$ cat src/rtl/mmtiled_tile_job_gen.sv
// Tile-job generator: walks C = A x B in TILE_DIM tiles, emitting one descriptor per (ti,tj,tk).
// Optional feature macro: MMTILED_JOB_STATS_EN adds accepted-job and stall counters.
module mmtiled_tile_job_gen #(
    parameter int         TILE_DIM   = 8,
    parameter int         DATA_SIZE  = 4,
    parameter int         DIM_W      = 32,
    parameter int         ADDR_W     = 64,
    parameter int         ALIGN_BITS = 7,
    parameter logic [7:0] CMD_ID     = 8'd0,
    localparam int        EXT_W      = $clog2(TILE_DIM) + 1
) (
    input  logic              clock,
    input  logic              rstn,
    input  logic              start,
    input  logic [DIM_W-1:0]  dim_n,
    input  logic [ADDR_W-1:0] base_a,
    input  logic [ADDR_W-1:0] base_b,
    input  logic [ADDR_W-1:0] base_c,
    output logic              job_valid,
    input  logic              job_ready,
    output logic [DIM_W-1:0]  job_ti,
    output logic [DIM_W-1:0]  job_tj,
    output logic [DIM_W-1:0]  job_tk,
    output logic [ADDR_W-1:0] job_addr_a,
    output logic [ADDR_W-1:0] job_addr_b,
    output logic [ADDR_W-1:0] job_addr_c,
    output logic [EXT_W-1:0]  job_rows,
    output logic [EXT_W-1:0]  job_cols,
    output logic [EXT_W-1:0]  job_depth,
    output logic              job_first_k,
    output logic              job_last_k,
    output logic [7:0]        job_cmd_id,
`ifdef MMTILED_JOB_STATS_EN
    output logic [31:0]       stat_jobs,
    output logic [31:0]       stat_stalls,
`endif
    output logic              busy,
    output logic              done,
    output logic              error
);

    localparam int                LOG2_TD  = $clog2(TILE_DIM);
    localparam int                LOG2_DS  = $clog2(DATA_SIZE);
    localparam logic [DIM_W-1:0]  TD_DIM   = DIM_W'(TILE_DIM);
    localparam logic [ADDR_W-1:0] COL_STEP = ADDR_W'(TILE_DIM * DATA_SIZE);

    typedef enum logic [2:0] {
        S_IDLE  = 3'd0,
        S_SETUP = 3'd1,
        S_ISSUE = 3'd2,
        S_DONE  = 3'd3,
        S_ERR   = 3'd4
    } state_e;

    state_e state_q, state_d;

    logic              job_valid_q, job_valid_d;
    logic              busy_q, busy_d;
    logic              done_q, done_d;
    logic              error_q, error_d;

    logic [DIM_W-1:0]  n_q, n_d;
    logic [ADDR_W-1:0] base_a_q, base_a_d, base_b_q, base_b_d, base_c_q, base_c_d;
    logic [DIM_W-1:0]  ti_q, ti_d, tj_q, tj_d, tk_q, tk_d;
    logic [DIM_W-1:0]  rem_i_q, rem_i_d, rem_j_q, rem_j_d, rem_k_q, rem_k_d;
    logic [ADDR_W-1:0] addr_a_q, addr_a_d, addr_b_q, addr_b_d, addr_c_q, addr_c_d;
    logic [ADDR_W-1:0] a_row_q, a_row_d, b_col_q, b_col_d, c_row_q, c_row_d;
    logic [EXT_W-1:0]  rows_q, rows_d, cols_q, cols_d, depth_q, depth_d;
    logic              first_k_q, first_k_d, last_k_q, last_k_d;
    logic [7:0]        cmd_id_q, cmd_id_d;

    logic [DIM_W-1:0]  t_s;
    logic [DIM_W-1:0]  t_last_s;
    logic [ADDR_W-1:0] row_step_s;
    logic              misalign_s;
    logic              accept_s;
    logic              last_job_s;
    logic              load_s;
    logic              adv_s;

    // Valid extent of a tile given the elements remaining from its origin.
    function automatic logic [EXT_W-1:0] ext_of(input logic [DIM_W-1:0] rem);
        logic [EXT_W-1:0] ext;
        if (rem >= TD_DIM) begin
            ext = EXT_W'(TILE_DIM);
        end else begin
            ext = rem[EXT_W-1:0];
        end
        return ext;
    endfunction

    // Tile count, row stride in bytes (TILE_DIM rows of N elements), and handshake decode.
    always_comb begin
        t_s        = (n_q >> LOG2_TD) + DIM_W'(|n_q[LOG2_TD-1:0]);
        t_last_s   = t_s - DIM_W'(1);
        row_step_s = ADDR_W'(n_q) << (LOG2_TD + LOG2_DS);
        misalign_s = (|base_a_q[ALIGN_BITS-1:0]) | (|base_b_q[ALIGN_BITS-1:0])
                   | (|base_c_q[ALIGN_BITS-1:0]);
        accept_s   = job_valid_q & job_ready;
        last_job_s = accept_s && (ti_q == t_last_s) && (tj_q == t_last_s) && (tk_q == t_last_s);
        load_s     = (state_q == S_SETUP);
        adv_s      = accept_s && !last_job_s;
    end

    // FSM state register.
    always_ff @(posedge clock or negedge rstn) begin
        if (!rstn) begin
            state_q <= S_IDLE;
        end else begin
            state_q <= state_d;
        end
    end

    // FSM next-state logic.
    always_comb begin
        state_d = state_q;
        case (state_q)
            S_IDLE: begin
                if (start) begin
                    state_d = S_SETUP;
                end else begin
                    state_d = S_IDLE;
                end
            end
            S_SETUP: begin
                if (misalign_s) begin
                    state_d = S_ERR;
                end else if (n_q == '0) begin
                    state_d = S_DONE;
                end else begin
                    state_d = S_ISSUE;
                end
            end
            S_ISSUE: begin
                if (last_job_s) begin
                    state_d = S_DONE;
                end else begin
                    state_d = S_ISSUE;
                end
            end
            S_DONE:  state_d = S_IDLE;
            S_ERR:   state_d = S_IDLE;
            default: state_d = S_IDLE;
        endcase
    end

    // FSM outputs, decoded from the next state so the flags come straight from flops.
    always_comb begin
        job_valid_d = (state_d == S_ISSUE);
        busy_d      = (state_d != S_IDLE);
        done_d      = (state_d == S_DONE) || (state_d == S_ERR);
        if ((state_q == S_IDLE) && start) begin
            error_d = 1'b0;
        end else if (state_d == S_ERR) begin
            error_d = 1'b1;
        end else begin
            error_d = error_q;
        end
    end

    // Datapath next state: counters advance tk fastest; addresses step by adds only.
    always_comb begin
        n_d       = n_q;
        base_a_d  = base_a_q;
        base_b_d  = base_b_q;
        base_c_d  = base_c_q;
        ti_d      = ti_q;
        tj_d      = tj_q;
        tk_d      = tk_q;
        rem_i_d   = rem_i_q;
        rem_j_d   = rem_j_q;
        rem_k_d   = rem_k_q;
        addr_a_d  = addr_a_q;
        addr_b_d  = addr_b_q;
        addr_c_d  = addr_c_q;
        a_row_d   = a_row_q;
        b_col_d   = b_col_q;
        c_row_d   = c_row_q;
        rows_d    = rows_q;
        cols_d    = cols_q;
        depth_d   = depth_q;
        first_k_d = first_k_q;
        last_k_d  = last_k_q;
        cmd_id_d  = cmd_id_q;

        if ((state_q == S_IDLE) && start) begin
            n_d      = dim_n;
            base_a_d = base_a;
            base_b_d = base_b;
            base_c_d = base_c;
        end else if (load_s) begin
            ti_d     = '0;
            tj_d     = '0;
            tk_d     = '0;
            rem_i_d  = n_q;
            rem_j_d  = n_q;
            rem_k_d  = n_q;
            addr_a_d = base_a_q;
            addr_b_d = base_b_q;
            addr_c_d = base_c_q;
            a_row_d  = base_a_q;
            b_col_d  = base_b_q;
            c_row_d  = base_c_q;
            cmd_id_d = CMD_ID;
        end else if (adv_s) begin
            if (tk_q != t_last_s) begin
                tk_d     = tk_q + DIM_W'(1);
                rem_k_d  = rem_k_q - TD_DIM;
                addr_a_d = addr_a_q + COL_STEP;
                addr_b_d = addr_b_q + row_step_s;
            end else begin
                tk_d    = '0;
                rem_k_d = n_q;
                if (tj_q != t_last_s) begin
                    tj_d     = tj_q + DIM_W'(1);
                    rem_j_d  = rem_j_q - TD_DIM;
                    addr_a_d = a_row_q;
                    b_col_d  = b_col_q + COL_STEP;
                    addr_b_d = b_col_q + COL_STEP;
                    addr_c_d = addr_c_q + COL_STEP;
                end else begin
                    tj_d     = '0;
                    rem_j_d  = n_q;
                    ti_d     = ti_q + DIM_W'(1);
                    rem_i_d  = rem_i_q - TD_DIM;
                    a_row_d  = a_row_q + row_step_s;
                    addr_a_d = a_row_q + row_step_s;
                    b_col_d  = base_b_q;
                    addr_b_d = base_b_q;
                    c_row_d  = c_row_q + row_step_s;
                    addr_c_d = c_row_q + row_step_s;
                end
            end
        end else begin
            n_d = n_q;
        end

        if (load_s || adv_s) begin
            rows_d    = ext_of(rem_i_d);
            cols_d    = ext_of(rem_j_d);
            depth_d   = ext_of(rem_k_d);
            first_k_d = (tk_d == '0);
            last_k_d  = (tk_d == t_last_s);
        end else begin
            first_k_d = first_k_q;
        end
    end

    // Control and datapath registers.
    always_ff @(posedge clock or negedge rstn) begin
        if (!rstn) begin
            job_valid_q <= 1'b0;
            busy_q      <= 1'b0;
            done_q      <= 1'b0;
            error_q     <= 1'b0;
            n_q         <= '0;
            base_a_q    <= '0;
            base_b_q    <= '0;
            base_c_q    <= '0;
            ti_q        <= '0;
            tj_q        <= '0;
            tk_q        <= '0;
            rem_i_q     <= '0;
            rem_j_q     <= '0;
            rem_k_q     <= '0;
            addr_a_q    <= '0;
            addr_b_q    <= '0;
            addr_c_q    <= '0;
            a_row_q     <= '0;
            b_col_q     <= '0;
            c_row_q     <= '0;
            rows_q      <= '0;
            cols_q      <= '0;
            depth_q     <= '0;
            first_k_q   <= 1'b0;
            last_k_q    <= 1'b0;
            cmd_id_q    <= 8'd0;
        end else begin
            job_valid_q <= job_valid_d;
            busy_q      <= busy_d;
            done_q      <= done_d;
            error_q     <= error_d;
            n_q         <= n_d;
            base_a_q    <= base_a_d;
            base_b_q    <= base_b_d;
            base_c_q    <= base_c_d;
            ti_q        <= ti_d;
            tj_q        <= tj_d;
            tk_q        <= tk_d;
            rem_i_q     <= rem_i_d;
            rem_j_q     <= rem_j_d;
            rem_k_q     <= rem_k_d;
            addr_a_q    <= addr_a_d;
            addr_b_q    <= addr_b_d;
            addr_c_q    <= addr_c_d;
            a_row_q     <= a_row_d;
            b_col_q     <= b_col_d;
            c_row_q     <= c_row_d;
            rows_q      <= rows_d;
            cols_q      <= cols_d;
            depth_q     <= depth_d;
            first_k_q   <= first_k_d;
            last_k_q    <= last_k_d;
            cmd_id_q    <= cmd_id_d;
        end
    end

`ifdef MMTILED_JOB_STATS_EN
    logic [31:0] stat_jobs_q, stat_jobs_d, stat_stalls_q, stat_stalls_d;

    // Saturating job/stall counters, cleared by an accepted start.
    always_comb begin
        stat_jobs_d   = stat_jobs_q;
        stat_stalls_d = stat_stalls_q;
        if ((state_q == S_IDLE) && start) begin
            stat_jobs_d   = 32'd0;
            stat_stalls_d = 32'd0;
        end else begin
            if (accept_s && (stat_jobs_q != 32'hFFFF_FFFF)) begin
                stat_jobs_d = stat_jobs_q + 32'd1;
            end else begin
                stat_jobs_d = stat_jobs_q;
            end
            if (job_valid_q && !job_ready && (stat_stalls_q != 32'hFFFF_FFFF)) begin
                stat_stalls_d = stat_stalls_q + 32'd1;
            end else begin
                stat_stalls_d = stat_stalls_q;
            end
        end
    end

    // Statistics registers.
    always_ff @(posedge clock or negedge rstn) begin
        if (!rstn) begin
            stat_jobs_q   <= 32'd0;
            stat_stalls_q <= 32'd0;
        end else begin
            stat_jobs_q   <= stat_jobs_d;
            stat_stalls_q <= stat_stalls_d;
        end
    end

    assign stat_jobs   = stat_jobs_q;
    assign stat_stalls = stat_stalls_q;
`endif

    assign job_valid   = job_valid_q;
    assign busy        = busy_q;
    assign done        = done_q;
    assign error       = error_q;
    assign job_ti      = ti_q;
    assign job_tj      = tj_q;
    assign job_tk      = tk_q;
    assign job_addr_a  = addr_a_q;
    assign job_addr_b  = addr_b_q;
    assign job_addr_c  = addr_c_q;
    assign job_rows    = rows_q;
    assign job_cols    = cols_q;
    assign job_depth   = depth_q;
    assign job_first_k = first_k_q;
    assign job_last_k  = last_k_q;
    assign job_cmd_id  = cmd_id_q;

endmodule

$ cat config.mk
export PLATFORM = sky130hd
export DESIGN_NAME = mmtiled_tile_job_gen
export DESIGN_NICKNAME = d
export VERILOG_FILES = /design/src/rtl/mmtiled_tile_job_gen.sv
export SDC_FILE = /design/constraint.sdc
export NUM_CORES = 2
export LEC_CHECK = 0
export CORE_MARGIN = 2
export CORE_UTILIZATION = 40
export CTS_BUF_LIST = sky130_fd_sc_hd__clkbuf_4 sky130_fd_sc_hd__clkbuf_8
export CTS_CLUSTER_DIAMETER = 150
export DETAILED_ROUTE_END_ITERATION = 8
export PLACE_DENSITY_LB_ADDON = 0.25
export SKIP_CTS_REPAIR_TIMING = 1
export SKIP_LAST_GASP = 1
export SLEW_MARGIN = 40
export SYNTH_ARGS = -nofsm -noshare
export SYNTH_HDL_FRONTEND = slang
export SYNTH_SLANG_ARGS = --single-unit
$ cat constraint.sdc
create_clock -name clock -period 7.04 [get_ports clock]
set_clock_uncertainty 0.05 [all_clocks]
set_input_delay 1.76 -clock clock [delete_from_list [all_inputs] [get_ports clock]]
set_output_delay 1.76 -clock clock [all_outputs]
set_load 0.1 [all_outputs]
Yosys cells after proc, flatten, opt, wreduce, memory -nomap -nowiden
Cells that the tools add are included.
Widths: inputs -> output; s select.
{ "word_totals": {"reg_bits": 821, "in_bits": 228, "output_inout_bits": 314, "elab_cells": 139} }
{ "op_classes": {"n_addsub": 14, "magnitude_cmp": 3, "n_eq_ne": 13, "muxes": 58, "bitwise_logic": 4, "n_reduce_logical": 21} }
{ "op_table": {"columns": ["cell", "n"], "rows": [
  ["$mux 64", 22],
  ["$mux 32", 26],
  ["$add 64x37->64", 3],
  ["$add 64x6->64 const B", 3],
  ["$eq 32x32->1", 4],
  ["$add 32x1->32 const B", 3],
  ["$ge 32x4->1 const B", 3],
  ["$sub 32x4->32 const B", 3],
  ["$logic_not 32->1", 2],
  ["$ne 32x32->1", 2],
  ["$sub 30x1->31 const B", 1],
  ["$add 29x1->30", 1],
  ["$reduce_or 7->1", 3],
  ["$mux 4", 3],
  ["$eq 3x2->1 const B", 3],
  ["$pmux 3 s3", 1],
  ["$logic_and 1x1->1", 5],
  ["$mux 1", 5],
  ["$ne 2x2->1 const B", 2],
  ["$reduce_and 4->1", 1],
  ["$reduce_bool 2->1", 2],
  ["$eq 3x1->1 const B", 1],
  ["$eq 3x3->1 const B", 1],
  ["$logic_not 3->1", 1],
  ["other kinds (10)", 12]
]} }

Depth between registers and ports, before layout
{ "depth": {"word_depth": 14, "mapped_depth": 23, "depth_no_buf": 18} }

Worst setup path after synthesis
OpenSTA, ideal clock, no wires.
{ "synth_path": {"path_type": "flip-flop to flip-flop", "start": "reg n_q[2]", "end": "reg rows_q[3], in the netlist job_rows[3]", "setup_time_ps": 120, "arrival_ps": 5378, "t_required_ps": 6870, "slack_ps": 1491, "stages_incl_launch_ff": 21, "n_path_buf": 2, "synth_period_minus_slack_ps": 5549, "path_cell_list": "dfrtp_1 nor3_1 ha_1 ha_1 or4b_2 nor4_1 xnor2_1 xor2_1 nand3b_1 nor4_2 and4b_1 buf_4 nand2_2 or4_1 buf_2 or4_1 nand3_1 or3b_1 nor4_1 nand4b_1 o21a_1"} }
{ "synth_between": {"elab_chain_cells": 14, "word_cells_on_any_way": 21, "cone_classes": "add/sub: 2; order compare: 1; eq/ne: 5; mux: 6; reduce/logical: 7"} }
{ "synth_rtl": {"columns": ["element", "line_no", "source"], "rows": [
  ["start: declaration", "62", "logic [DIM_W-1:0] n_q, n_d;"],
  ["start signal: assignment", "283", "n_q <= n_d;"],
  ["$reduce_or 3->1", "94", "t_s = (n_q >> LOG2_TD) + DIM_W'(|n_q[LOG2_TD-1:0]);"],
  ["$add 29x1->30", "94", null],
  ["$sub 30x1->31", "95", "t_last_s = t_s - DIM_W'(1);"],
  ["$eq 32x32->1", "100", "last_job_s = accept_s && (ti_q == t_last_s) && (tj_q == t_last_s) && (tk_q == t_last_s);"],
  ["$logic_and 1x1->1 (3 in a row)", "100", null],
  ["$logic_not 1->1", "102", "adv_s = accept_s && !last_job_s;"],
  ["$logic_and 1x1->1", "102", null],
  ["$mux 32", "205", "end else if (adv_s) begin"],
  ["$mux 32", "191", "end else if (load_s) begin"],
  ["$mux 32", "186", "if ((state_q == S_IDLE) && start) begin"],
  ["$ge 32x4->1", "84", "if (rem >= TD_DIM) begin"],
  ["$mux 4", "84", null],
  ["end signal: assignment", "299", "rows_q <= rows_d;"],
  ["end: declaration", "68", "logic [EXT_W-1:0] rows_q, rows_d, cols_q, cols_d, depth_q, depth_d;"]
]} }
Several ways; a longest one is shown, not always the timed one.
A chain may end at the register's enable or synchronous reset.

Worst setup path after layout
{ "layout_path": {"start": "reg n_q[1]", "end": "reg cols_q[2], in the netlist job_cols[2]"} }
{ "layout_between": {"elab_chain_cells": 14, "word_cells_on_any_way": 21, "cone_classes": "add/sub: 2; order compare: 1; eq/ne: 5; mux: 6; reduce/logical: 7"} }
{ "layout_rtl": {"columns": ["element", "line_no", "source"], "rows": [
  ["$reduce_or 3->1", "94", null],
  ["$add 29x1->30", "94", null],
  ["$sub 30x1->31", "95", null],
  ["$eq 32x32->1", "100", null],
  ["$logic_and 1x1->1 (3 in a row)", "100", null],
  ["$logic_not 1->1", "102", null],
  ["$logic_and 1x1->1", "102", null],
  ["$mux 32", "205", null],
  ["$mux 32", "191", null],
  ["$mux 32", "186", null],
  ["$ge 32x4->1", "84", null],
  ["$mux 4", "84", null],
  ["end signal: assignment", "300", "cols_q <= cols_d;"],
  ["end: declaration", "68", null]
]} }
Several ways; a longest one is shown, not always the timed one.

==> flow_metrics.tcl <==
set metrics [dict create \
    ys_types 96 \
    initial_utilization_pct 40.2 \
    cp-end-kind "register" \
    seqPwrFrac_pct 30.6 \
    dieArea_sq_um 135000 \
    clk_latency_ns 0.90 \
    grt_util_all_layers_pct 37.7 \
    syn_avg_cell_area_sq_um 8.06 \
    rows 133 \
    fin_crit_sh_pct 95.3 \
    clock_path_buffers 3 \
    synth_area_leader_cell "dfrtp_1" \
    hp-class "register to register" \
    clk_pin_slew_ns 0.05 \
    switching_share_pct 51.6 \
    cp_max_fo 43 \
    slew_viol_final 0 \
    reg2regPathDepth 22 \
    cp.required_ns 7.78 \
    dr.first_iter.drc_count 7325 \
    area_growth_pct 21.6 \
    drive_above_1_share_pct 15.1 \
    hold_path_depth 2 \
    core_sq_um 131000 \
    worst_slew_pin_slew_ns 0.978 \
    fp.dieW_um 367 \
    ios 542 \
    synth_seq_cells 821 \
    drt_wl_total_um 261000 \
    via_per_inst 6.18 \
    setup_violations 0 \
    dp_slack_ns 0.148 \
    antenna_found_initial 12 \
    rsz0062_at_grt "no" \
    leakage_nw 28.1 \
    place_hpwl_um 190000 \
    p_int_mw 12.6 \
    dr.pass1.iters 7 \
    fin_nets 7570 \
    syn-cell-area_sq_um 52700 \
    ant_nets 0 \
    layout_commonest_cell "nand2_1" \
    final_cell_mix "nand2_1, dfrtp_1, nor2_1, a21oi_1, buf_4" \
    synth-edff-count 0 \
    postSynthCellCount 6533 \
    h-tree-depth 4 \
    cts-root-buf "clkbuf_8" \
    p_clk_share_pct 18.9 \
    combPwrFrac_pct 50.5 \
    grt_max_degree 148 \
    ys_seq_area_share_pct 39.0 \
    gp_congestion 1.06 \
    irDropWorstVdd_mv 0.296 \
    arrival_ns 7.44 \
    finalSetupTns_ns 0 \
    relSlewSlack_pct 34.2 \
    dominantRegCellSynth "dfrtp_1" \
    cap_violations 0 \
    port-buffer-count 533 \
    status "finished clean" \
    yosys_warnings 0 \
    drc 0 \
    finish.utilization_pct 48.8 \
    grt-ovfl-total 0 \
    critPathKind "register to register" \
    dp_cells 8832 \
    wire_per_inst_um 28.7 \
    cts_tree "done" \
    grt_pass1_vias 52900 \
    die_h_um 367 \
    p_per_area_nw_per_um2 408 \
    finalHoldViolCount 0 \
    total_power_mw 26.1 \
    synthTopCellsByArea "dfrtp_1, nand2_1, a21oi_1, xnor2_1, nor2_1" \
    async_flop_share_pct 100 \
    fmax_mhz 149 \
    start_kind "register" \
    switching_power_mw 13.5 \
    synth_top_area_share_pct 39.0 \
    setup_ws_ns 0.334 \
    instances_no_fill 9095 \
    cts_inserted_buffers 150 \
    fin_crit_ns 6.71 \
    grt_pass1_wl_um 375000 \
    num_vias 56200 \
    cts.sinks 821 \
]
## routing by layer
layer / track usage (%) / share of wire, %
met5: 0 / 0.023
met4: 20.7 / 6.5
met3: 8.63 / 9.8
met2: 57.0 / 43
met1: 49.8 / 41
## synthesized netlist by cell type (all sizes together), types with 62 or more instances
cell / count
dfrtp: 821
nand4: 121
nor2: 580
xor2: 142
nand3: 240
and3: 110
nor4: 112
a21o: 64
inv: 111
buf: 98
a31oi: 90
nand2: 1283
xnor2: 254
o21ai: 385
a21oi: 484
ha: 107
o22ai: 82
o211ai: 62
nor3: 164
clkbuf: 315
## area by class of cell
| cell class | instances | area, sq um |
|---|---|---|
| Fill cell | 13100 | 67100 |
| Inverter | 112 | 420 |
| Clock inverter | 31 | 328 |
| Multi-Input combinational cell | 5194 | 30300 |
| Timing Repair Buffer | 953 | 7380 |
| Sequential cell | 821 | 20500 |
| Clock buffer | 225 | 2810 |
| Antenna cell | 4 | 10.0 |
| Tap cell | 1755 | 2200 |
## cell families after synthesis
family,after synthesis,synth area share [%]
AND/OR/NAND/NOR,2944,26.0
multiplexers,65,1.27
flip-flops,821,39.0
XOR/XNOR,414,7.36
AO/OA/AOI/OAI,1653,19.8
buffers and inverters,525,3.89
other,1,0.00712
adder cells (fa/ha/maj),110,2.66
## sequential cells by signal, summed over array words and instances, names as in the netlist, 32 cells and up
| register | count |
|---|---|
| a_row_q | 64 |
| c_row_q | 64 |
| rem_k_q | 32 |
| rem_i_q | 32 |
| rem_j_q | 32 |
| base_c_q | 64 |
| job_addr_b | 64 |
| job_addr_c | 64 |
| n_q | 32 |
| base_a_q | 64 |
| job_ti | 32 |
| base_b_q | 64 |
| job_tj | 32 |
| b_col_q | 64 |
| job_tk | 32 |
| job_addr_a | 64 |
## worst max-delay path, stage by stage (launching register included)
cell	delay, ns
dfrtp_1	0.38
nor3_1	0.27
ha_1	0.24
ha_1	0.20
buf_4	0.22
nor2b_1	0.29
nand3_1	0.26
or3_1	0.48
xnor3_1	0.24
a2111o_1	0.40
nor4_2	0.33
and4b_2	0.31
o21ai_1	0.15
o21ai_4	0.31
buf_6	0.47
buf_4	0.55
o21ai_0	0.15
and2_1	0.18
a211oi_1	0.26
nand4_1	0.16
nor3_1	0.35
buf_4	0.20
a22o_1	0.12
## through the flow
stage                     hold slack, ns  area, sq um
after floorplan                    0.385        52700
after global placement             0.400        62200
after detailed placement           0.405        60800
after CTS                          0.425        63900
after global routing               0.444        64000
final                              0.420        64000
## final timing paths
check | start | slack, ns | endpoint
max reg2reg | n_q[1]$_DFFE_PN0P_ | 0.33 | job_cols[2]$_DFFE_PN0N_
min reg2reg | rem_k_q[2]$_DFF_PN0_ | 0.42 | rem_k_q[2]$_DFF_PN0_
min in group asynchronous | rstn | 0.72 | job_ti[23]$_DFFE_PN0P_
max in group asynchronous | rstn | 4.64 | a_row_q[4]$_DFFE_PN0P_
min | rem_k_q[2]$_DFF_PN0_ | 0.42 | rem_k_q[2]$_DFF_PN0_
max | n_q[1]$_DFFE_PN0P_ | 0.33 | job_cols[2]$_DFFE_PN0N_
## power by group through the flow
| stage | Sequential [mW] | Clock [mW] | Combinational, mW |
|---|---|---|---|
| floorplan | 10.8 | 0 | 5.93 |
| global route | 8.15 | 5.20 | 14.0 |
| CTS | 7.92 | 4.99 | 13.0 |
| global placement | 7.97 | 0 | 13.3 |
| detailed placement | 7.97 | 0 | 12.9 |
| finish | 7.99 | 4.93 | 13.2 |
Note: power is estimated with default switching activity, not from simulation.
